$ cat src/rtl/axi4_burst_master.sv
// Purpose : single-outstanding AXI4 INCR burst master; command port in, AXI4 write/read channels out.
// Latency : accept->AxVALID 1 cycle; W/R beats pass through combinationally; done 1 cycle after B/last R.
// Backpres: wr/rd beat streams map straight onto WREADY / rd_ready; cmd_ready low from accept until done.
//
// Ports   : ACLK/ARESET (sync, active-high); cmd_* burst request; wr_* write beat stream in;
//           rd_* read beat stream out; done/err/resp completion status; AW/W/B/AR/R AXI4 master channels.
// Option  : define AXI_MASTER_4KB_CHECK_EN to reject bursts crossing a 4 KB page (done with err=1,
//           no AXI traffic). Undefined: every command is issued as given.
module axi4_burst_master #(
    parameter int ADDR_WIDTH = 32,
    parameter int DATA_WIDTH = 32
) (
    input  logic                  ACLK,
    input  logic                  ARESET,
    // command port
    input  logic                  cmd_valid,
    output logic                  cmd_ready,
    input  logic                  cmd_write,
    input  logic [ADDR_WIDTH-1:0] cmd_addr,
    input  logic [7:0]            cmd_len,
    // write beat stream
    input  logic [DATA_WIDTH-1:0] wr_data,
    input  logic                  wr_valid,
    output logic                  wr_ready,
    // read beat stream
    output logic [DATA_WIDTH-1:0] rd_data,
    output logic                  rd_valid,
    output logic                  rd_last,
    input  logic                  rd_ready,
    // completion
    output logic                  done,
    output logic                  err,
    output logic [1:0]            resp,
    // AXI write address
    output logic [ADDR_WIDTH-1:0] AWADDR,
    output logic [7:0]            AWLEN,
    output logic [2:0]            AWSIZE,
    output logic                  AWVALID,
    input  logic                  AWREADY,
    // AXI write data
    output logic [DATA_WIDTH-1:0] WDATA,
    output logic                  WVALID,
    output logic                  WLAST,
    input  logic                  WREADY,
    // AXI write response
    input  logic [1:0]            BRESP,
    input  logic                  BVALID,
    output logic                  BREADY,
    // AXI read address
    output logic [ADDR_WIDTH-1:0] ARADDR,
    output logic [7:0]            ARLEN,
    output logic [2:0]            ARSIZE,
    output logic                  ARVALID,
    input  logic                  ARREADY,
    // AXI read data
    input  logic [DATA_WIDTH-1:0] RDATA,
    input  logic                  RVALID,
    input  logic                  RLAST,
    output logic                  RREADY
);

    localparam int         BYTES  = DATA_WIDTH / 8;
    localparam logic [2:0] AXSIZE = 3'($clog2(BYTES));

    typedef enum logic [2:0] {S_IDLE, S_AW, S_W, S_B, S_AR, S_R, S_DONE} state_e;

    state_e                state_q, state_d;
    logic [ADDR_WIDTH-1:0] addr_q, addr_d;
    logic [7:0]            len_q, len_d;
    logic [7:0]            beat_cnt_q, beat_cnt_d;
    logic                  err_q, err_d;
    logic [1:0]            resp_q, resp_d;
    logic                  last_beat;
    logic                  reject;

`ifdef AXI_MASTER_4KB_CHECK_EN
    // Byte offset one past the final beat, relative to the 4 KB page start.
    logic [31:0] burst_end;
    assign burst_end = 32'(cmd_addr[11:0]) + ((32'(cmd_len) + 32'd1) * 32'(BYTES));
    assign reject    = (burst_end > 32'd4096);
`else
    assign reject = 1'b0;
`endif

    // Exit test uses the count before increment, so len=255 needs no 9th bit.
    assign last_beat = (beat_cnt_q == len_q);

    // Address/length registers feed both channels; only one VALID is ever high.
    assign AWADDR = addr_q;
    assign ARADDR = addr_q;
    assign AWLEN  = len_q;
    assign ARLEN  = len_q;
    assign AWSIZE = AXSIZE;
    assign ARSIZE = AXSIZE;
    assign WDATA  = wr_data;
    assign rd_data = RDATA;
    assign err    = err_q;
    assign resp   = resp_q;

    always_ff @(posedge ACLK) begin
        if (ARESET) begin
            state_q    <= S_IDLE;
            addr_q     <= '0;
            len_q      <= '0;
            beat_cnt_q <= '0;
            err_q      <= 1'b0;
            resp_q     <= 2'b00;
        end else begin
            state_q    <= state_d;
            addr_q     <= addr_d;
            len_q      <= len_d;
            beat_cnt_q <= beat_cnt_d;
            err_q      <= err_d;
            resp_q     <= resp_d;
        end
    end

    always_comb begin
        state_d    = state_q;
        addr_d     = addr_q;
        len_d      = len_q;
        beat_cnt_d = beat_cnt_q;
        err_d      = err_q;
        resp_d     = resp_q;
        cmd_ready  = 1'b0;
        AWVALID    = 1'b0;
        WVALID     = 1'b0;
        WLAST      = 1'b0;
        wr_ready   = 1'b0;
        BREADY     = 1'b0;
        ARVALID    = 1'b0;
        RREADY     = 1'b0;
        rd_valid   = 1'b0;
        rd_last    = 1'b0;
        done       = 1'b0;

        unique case (state_q)
            S_IDLE: begin
                cmd_ready = 1'b1;
                if (cmd_valid) begin
                    addr_d     = cmd_addr;
                    len_d      = cmd_len;
                    beat_cnt_d = '0;
                    err_d      = 1'b0;
                    resp_d     = 2'b00;
                    if (reject) begin
                        err_d   = 1'b1;
                        state_d = S_DONE;
                    end else if (cmd_write) begin
                        state_d = S_AW;
                    end else begin
                        state_d = S_AR;
                    end
                end
            end
            S_AW: begin
                AWVALID = 1'b1;
                if (AWREADY) state_d = S_W;
            end
            S_W: begin
                WVALID   = wr_valid;
                wr_ready = WREADY;
                WLAST    = last_beat;
                if (wr_valid && WREADY) begin
                    beat_cnt_d = beat_cnt_q + 8'd1;
                    if (last_beat) state_d = S_B;
                end
            end
            S_B: begin
                BREADY = 1'b1;
                if (BVALID) begin
                    resp_d  = BRESP;
                    err_d   = (BRESP != 2'b00);
                    state_d = S_DONE;
                end
            end
            S_AR: begin
                ARVALID = 1'b1;
                if (ARREADY) state_d = S_R;
            end
            S_R: begin
                rd_valid = RVALID;
                rd_last  = RLAST;
                RREADY   = rd_ready;
                if (RVALID && rd_ready) begin
                    beat_cnt_d = beat_cnt_q + 8'd1;
                    // Stop at whichever end marker arrives first; disagreement is an error.
                    if (RLAST || last_beat) begin
                        err_d   = (RLAST != last_beat);
                        state_d = S_DONE;
                    end
                end
            end
            S_DONE: begin
                done    = 1'b1;
                state_d = S_IDLE;
            end
            default: state_d = S_IDLE;
        endcase
    end

endmodule

$ cat config.mk
export PLATFORM = sky130hd
export DESIGN_NAME = axi4_burst_master
export DESIGN_NICKNAME = d
export VERILOG_FILES = /design/src/rtl/axi4_burst_master.sv
export SDC_FILE = /design/constraint.sdc
export NUM_CORES = 1
export LEC_CHECK = 0
export ABC_AREA = 1
export CAP_MARGIN = 0
export CORE_ASPECT_RATIO = 0.9
export CORE_MARGIN = 4
export CORE_UTILIZATION = 33
export CTS_CLUSTER_DIAMETER = 30
export DETAILED_ROUTE_END_ITERATION = 12
export PLACE_DENSITY_LB_ADDON = 0.08
export SETUP_SLACK_MARGIN = 0.15
export SYNTH_ARGS = -nofsm -noshare
export SYNTH_HDL_FRONTEND = slang
export SYNTH_SLANG_ARGS = --single-unit
$ cat constraint.sdc
create_clock -name ACLK -period 2 [get_ports ACLK]
set_clock_uncertainty 0.15 [all_clocks]
set_input_delay 0.5 -clock ACLK [delete_from_list [all_inputs] [get_ports ACLK]]
set_output_delay 0.5 -clock ACLK [all_outputs]
set_load 0.05 [all_outputs]
Word-level counts from Yosys, hierarchy flattened
Index checks and enable logic that the tools add are counted.
- register bits after elaboration: 54
- input bits: 118
- output and inout bits: 164
- word-level logic and storage cells: 69
- add/sub/neg operators: 1
- equal/unequal tests: 16
- mux-type cells: 33
- reduce and logical (&&, ||, !) cells: 13
- operators by type and width (operator ; count):
    3-bit 2-to-1 mux ; 9
    8-bit 2-to-1 mux ; 3
    8-bit case mux with 3 select lines ; 1
    3-bit case mux with 6 select lines ; 1
    2-bit inequality test, second input constant ; 8
    1-bit 2-to-1 mux ; 15
    3-bit == test, second input constant ; 3
    8-bit by 1-bit adder with 8-bit output, second input constant ; 1
    8-bit == test ; 1
    8-bit AND reduction ; 1
    3-bit by 2-bit == test with 1-bit output, second input constant ; 2
    3-bit nonzero test ; 2
    5-bit AND reduction ; 1
    2-bit 2-to-1 mux ; 2
    2-bit case mux with 2 select lines ; 1
    4-bit AND reduction ; 1
    2-bit nonzero test ; 2
    3-bit by 1-bit == test with 1-bit output, second input constant ; 1
    3-bit logical NOT ; 1
    1-bit case mux with 3 select lines ; 1
    3-bit AND reduction ; 1
    1-bit logical AND ; 2
    2-bit AND reduction ; 1
    1-bit logical OR ; 1
    1-bit inequality test ; 1

Depth between registers and ports, before layout
- word-level depth: 5
- gate-level depth with buffers: 16
- mapped depth without buffers: 16

Worst setup path before layout
No wires, ideal clock.
- path kind: register to output
- start: reg len_q[3], in the netlist ARLEN[3]
- end: out WLAST
- arrival: 1704 ps
- data required time: 1350 ps
- path slack: -354 ps
- cell stages (with the launch flop): 6
- path buffers: 0
- cell sequence: dfxtp_1 > xnor2_1 > nand2_1 > nor2_1 > nand2_1 > nor2_1
- word-level cells in the longest chain between the ends: 2
- ends and longest elaborated chain (what ; RTL line ; text):
    start: declaration ; 69 ; logic [7:0] len_q, len_d;
    start signal: assignment ; 111 ; len_q <= len_d;
    8-bit == test ; 86 ; assign last_beat = (beat_cnt_q == len_q);
    1-bit 2-to-1 mux ; 137 ; unique case (state_q)
    end: declaration ; 43 ; output logic WLAST,
Every way passes these cells.

Worst setup path after layout
- start: reg beat_cnt_q[3]
- end: out WLAST
- word-level cells in the longest chain between the ends: 2
- ends and longest elaborated chain (what ; RTL line ; text):
    start: declaration ; 70 ; logic [7:0] beat_cnt_q, beat_cnt_d;
    start signal: assignment ; 112 ; beat_cnt_q <= beat_cnt_d;
    8-bit == test ; 86 ;
    1-bit 2-to-1 mux ; 137 ;
Every way passes these cells.

==> reports/qor.yml <==
cts_tree: "built"
cts_buffers: 5
end_kind: "output pin"
critPathLaunchType: "flip-flop"
rsz0062_at_grt: "yes"
clk_pin_slew_worst_paths_ns: 0.08
drv_slew: 0
grt_pass1_vias: 3042
drtIter0Drc: 109
yosysUniqueCellTypes: 32
power.total_mw: 7.03
maxCapViolCount: 0
status: "finished with violations"
detail_route.vias_per_cell: 4.52
fin_ws_ns: -0.0982
violations: "negative setup slack"
critPathMaxFanout: 2
p_leak_nw: 2.11
vdd_drop_max_mv: 0.587
critPathSlowestCell: "dfxtp_1"
gr-usage-met3: 0.0649
hold_ws_ns: 0.318
cts.sink_count: 54
clk_latency_ns: 0.29
drtAntennaViolNets: 0
drc: 0
antenna_found_initial: 1
grt_usage: 0.157
die_x_um: 116
syn_to_final_growth_pct: 41.0
fin_crit_sh: 1.05
place_congestion: 0.766
ff2ff_setup_slack_ns: -0.02
reg2reg_from: "beat_cnt_q[3]"
yosysWarnings: 0
dr.pass1.iters: 4
grt-busiest-layer: "met2"
fin_nets: 666
layout-drive-gt1-share: 0.410
setup_viol: 3
final_area_um2: 4860
die_area_um2: 12100
grt_pass1_wl_um: 15300
period_needed_ns: 2.10
io_buffer_count: 147
worstHoldPathCells: 2
cp_data_arrival_time_ns: 1.45
crit_buf_inv: 2
layout_commonest_cell: "buf_4"
min_to: "resp[0]"
vias: 3054
grt_max_degree: 38
final_cell_mix: "122 x buf_4, 87 x nand2_1, 52 x a21oi_1"
dp_hpwl_um: 7310
holdCritPathClass: "reg2reg"
cp_top_family: "simple AND/OR/NAND/NOR gates"
core.rowCount: 35
routedWlPerCell_um: 14.8
grt_use_met1: 0.181
max_freq_mhz: 477
synth_cells: 471
clock_tree.htree_level_count: 2
ios: 282
final_util: 0.476
ys_seq_area_frac: 0.314
cellPowerDensity_nw_per_um2: 1450
drt_wl_total_um: 10000
use_met2: 0.266
slowest_delay_ns: 0.37
worstRegToRegCells: 15
overflow: 0
hold_viol: 0
diodes: 0
cts_buffer_depth: 2
synthesis.area_um2: 3440
initial_core_util: 0.338
pre_cts_slack_ns: -0.140
path_cells: "xnor2_2, nand2_1, nor2_2, nand2_2, buf_6, nor2_4, buf_12"
path_class: "reg2out"
root_buffer: "clkbuf_16"
syn_avg_cell_area_um2: 7.31
critical_path_required_ns: 1.35
ys_seq_elements: 54
reg2reg_to: "state_q[1]"
placed_cell_area_um2: 4290
worstHoldStart: "resp[0]"
die_h_um: 105
coreArea_um2: 10200
[power breakdown]
group	switching [mW]	internal, mW	leakage (nW)
logic	2.89	1.61	1.57
registers	0.218	1.31	0.451
clock network	0.415	0.580	0.0857
[worst max path at each step]
stage | end | from | depth (start not counted) | slack [ns]
detailed placement | state_q[1] | RLAST | 11 | -0.14
global placement | state_q[1] | RLAST | 11 | -0.14
finish | WLAST | beat_cnt_q[3] | 7 | -0.1
floorplan | WVALID | state_q[2] | 3 | 0.06
global route | state_q[1] | beat_cnt_q[3] | 15 | -0.19
CTS | WLAST | ARLEN[2] | 7 | -0.11
[registers in the layout, indices dropped and copies added, names as in the netlist]
name / count
state_q: 3
err: 1
ARLEN: 8
ARADDR: 32
beat_cnt_q: 8
resp: 2
[tightest hold or removal path: stages (launching register included)]
cell and delay (ns):
dfxtp_1 0.31, nand2_1 0.06, a21oi_1 0.05
[through the flow]
| step | setup TNS (ns) | cells |
|---|---|---|
| finish | -0.123 | 676 |
| global route | -0.669 | 676 |
| CTS | -0.149 | 670 |
| detailed placement | -0.608 | 648 |
| global placement | -0.558 | 648 |
| floorplan | 0 | 475 |
[layer usage]
layer	part of all wire	wire, um
met2	0.50	5000
met1	0.40	3980
met5	0.00080	8
met4	0.0086	86
met3	0.093	929
[repair_timing]
item	CTS	global route
hold buffers	0	0
setup endpoints to repair	15	18
pin swaps	13	16
gates resized for setup	47	27
setup buffers	14	5
cloned	0	1
[layout make-up]
type | count | area (um^2)
clock buffers | 7 | 164
clock inverters | 1 | 8.76
fillers | 1045 | 5350
inverters | 28 | 125
multi-input cells | 266 | 1530
flip-flops and latches | 54 | 1130
well taps | 129 | 161
repair buffers | 191 | 1740
[synth_stat cells (all sizes together)]
cell type	instances	area (um^2)
nor2	30	155
xnor2	4	35.0
a21oi	53	265
nand3	50	275
xor2	2	17.5
or2	3	21.3
buf	120	916
nand4	2	18.8
inv	27	101
nand3b	2	15.0
dfxtp	54	1080
nand2	101	422
and2	1	6.26
conb	2	7.51
nor3	2	10.0
clkbuf	8	30.0
o21ai	7	38.8
ha	2	25.0
clkinv	1	3.75
[cell families (layout without fill, tap and decap cells)]
logic type	after synthesis	after routing	synth area share
xor+xnor	6	6	0.0153
simple gates	191	192	0.268
other cells	2	6	0.00218
flops	54	54	0.314
fa+ha+maj	2	2	0.00726
compound gates	60	60	0.0883
buf+inv	156	227	0.305
Note: power is estimated with default switching activity, not from simulation.
==> edit (config.mk and constraints unchanged) <==
Re-encode `state_e` (7 states) as one-hot, 7 bits wide.
--- a/src/rtl/axi4_burst_master.sv
+++ b/src/rtl/axi4_burst_master.sv
@@ -63,5 +63,5 @@
     localparam logic [2:0] AXSIZE = 3'($clog2(BYTES));
 
-    typedef enum logic [2:0] {S_IDLE, S_AW, S_W, S_B, S_AR, S_R, S_DONE} state_e;
+    typedef enum logic [6:0] {S_IDLE = 7'b0000001, S_AW = 7'b0000010, S_W = 7'b0000100, S_B = 7'b0001000, S_AR = 7'b0010000, S_R = 7'b0100000, S_DONE = 7'b1000000} state_e;
 
     state_e                state_q, state_d;
Formal check against the unedited RTL: same outputs for any inputs over 4 cycles, from zero or initial values and one cycle with ARESET high; so few cycles prove little.
==> edit against the unedited design <==
- the flow still finishes with violations (negative setup slack)
- global-route usage is 0.11 points higher
- power increased by 29%
- critical path depth is 2 higher
- final cell count increased by 15%
- cell area up 13%
- wire length is 11% higher
- sequential cell count increased by 4
- hold slack worse by 0.0045 ns
- synthesized area grew 9.7%
- die area increased by 9.0%
- utilization rose by 2.5 points
- setup slack lost 0.045 ns
- critical path type unchanged
- largest power group unchanged
- highest routed layer is now met4
==> edit: results (changes against the unedited design) <==
* Status: finished, violations left
* Failing checks: negative setup slack
* Crit-path slowest cell: dfxtp_4
* Worst-Skew Late Latency at 0.32 ns (+0.03 ns)
* Vias at 3476 (+14%)
* # nets final at 742 (+11%)
* Initial drt markers at 174 (+60%)
* Post-synth top cells: buf_4, nand2_1, dfxtp_1
* Number of port buffers at 147 (unchanged)
* DR pass1 iterations at 4 (unchanged)
* Hold Path Sink: resp[0]$_SDFFE_PP0P_
* Setup violators final at 19 (+16)
* Post-synth top flop: dfxtp_1
* Reg2reg start: beat_cnt_q[7]$_SDFFE_PP0P_
* Worst hold path class: flop to flop
* CP max stage delay at 0.35 ns (-0.02 ns)
* MaxCap Viol Count at 0 (unchanged)
* Initial antenna violation count at 0 (-1)
* Cts bufs inserted at 9 (+4)
* Top post-synthesis cells by area: dfxtp_1, buf_4, nand2_1, a21oi_1, nand3_1
* Sequential-to-total area share from yosys stat at 0.3072 (-0.006656)
* Largest net degree at the start of global routing at 46 (+21%)
* # fillers at 1084 (+3.7%)
* Overall routed net length at 11060 um (+11%)
* Post-synth ARST share at 0 (unchanged)
* Detailed placement HPWL at 7920 um (+8.3%)
* Share of layout cells above drive strength 1 at 0.4450 (+0.03547)
* Routability cong. at 0.8504 (+11%)
* TNS Setup at -0.8409 ns (-0.7174 ns)
* Synth cell types at 30 (-6.3%)
* Max reg flops at 32 (unchanged)
* Tot GR Track Use at 0.1577 (+0.001105)
* FF-to-FF End: state_q[2]$_SDFFE_PP0P_
* H-Tree Depth at 3 (+1)
* R2R setup slack at -0.08 ns (-0.06 ns)
* Leakage at 2.520 nW (+20%)
* Hold path startpoint: resp[0]$_SDFFE_PP0P_
* Reg2Reg Depth at 16 (+1)
* Rel. slew slack at 0.6214
* Ant. Diodes at 0 (unchanged)
* First-pass GRT wire length at 16600 um (+8.8%)
* Crit Path Max Fanout at 4 (+2)
* Peak VDD IR at 0.8877 mV (+51%)
* Reg clk slew, reported paths at 0.05 ns (-0.03 ns)
* Worst Path Arrival at 1.49 ns (+0.04 ns)
* Clock buffer depth at 2 (unchanged)
* Min-Delay Path Depth at 2 (unchanged)
* Setup slack after layout at -0.1435 ns (-0.04532 ns)
* Root buf cell: clkbuf_16
* Vias in the first global route at 3293 (+8.3%)
* Synth warn at 0 (unchanged)
* Final hold violations at 0 (unchanged)
[edit: timing repair]
action | CTS | global route
setup buffers | 21 | 13
gates resized for setup | 45 | 52
setup endpoints to repair | 18 | 36
pin swaps | 20 | 29
[edit: kinds of logic after synthesis]
group,count (synthesis),share of synthesized area
xor gates and xnor gates,6,0.01390
adders and majority gates,2,0.006619
and+or+nand+nor,224,0.2939
buffers and inverters,173,0.2903
other,2,0.001987
AOI/OAI and AO/OA,59,0.08606
DFF,58,0.3072
[edit: worst max-delay path by stage]
stage	from	to	slack, ns	cells past startpoint
after CTS	ARLEN[2]$_SDFFE_PP0P_	WLAST	-0.19	7
after global routing	beat_cnt_q[7]$_SDFFE_PP0P_	WLAST	-0.24	9
after floorplan	state_q[4]$_SDFFE_PP0P_	RREADY	-0.07	5
after global placement	RLAST	state_q[4]$_SDFFE_PP0P_	-0.20	11
final	beat_cnt_q[7]$_SDFFE_PP0P_	WLAST	-0.14	9
after detailed placement	RLAST	state_q[2]$_SDFFE_PP0P_	-0.25	10
[edit: report_power, final]
group	internal (mW)	leakage, nW	total [mW]	switching (mW)
sequential	1.48	0.485	1.74	0.254
combinational	2.13	1.90	5.95	3.82
clock	0.865	0.136	1.40	0.537
[edit: final cells by class]
cell class              instances  share of cell area
repair buffers                211              0.3479
multi-input cells             297              0.3134
flip-flops and latches         58              0.2207
clock buffers                  11             0.04405
well taps                     152             0.03451
inverters                      45             0.03429
clock inverters                 5            0.005223
[edit: critical path, delay by kind of cell, from the launching register on]
family / cells / cell delay [ns]
and+or+nand+nor: 6 / 0.50
buffers and inverters: 3 / 0.32
DFF: 1 / 0.35
[edit: through the flow]
step | area [um^2] | hold WS [ns] | setup slack (ns) | cells | util
after floorplan | 3835 | 0.3320 | -0.06803 | 528 | -
after detailed placement | 4708 | 0.3114 | -0.2490 | 729 | 0.4284
after global placement | 4708 | 0.3119 | -0.1960 | 729 | 0.4284
after CTS | 5269 | 0.3198 | -0.1870 | 766 | 0.4794
final | 5510 | 0.3139 | -0.1435 | 779 | 0.5014
after global routing | 5510 | 0.3466 | -0.2365 | 779 | 0.5014
[edit: per-layer routing]
layer,up-vias,global-route usage,part of all wire
li1,1738,-,-
met1,1561,0.1901,0.42
met2,150,0.2605,0.48
met3,27,0.05710,0.080
met4,0,0.05663,0.020
met5,-,0,0
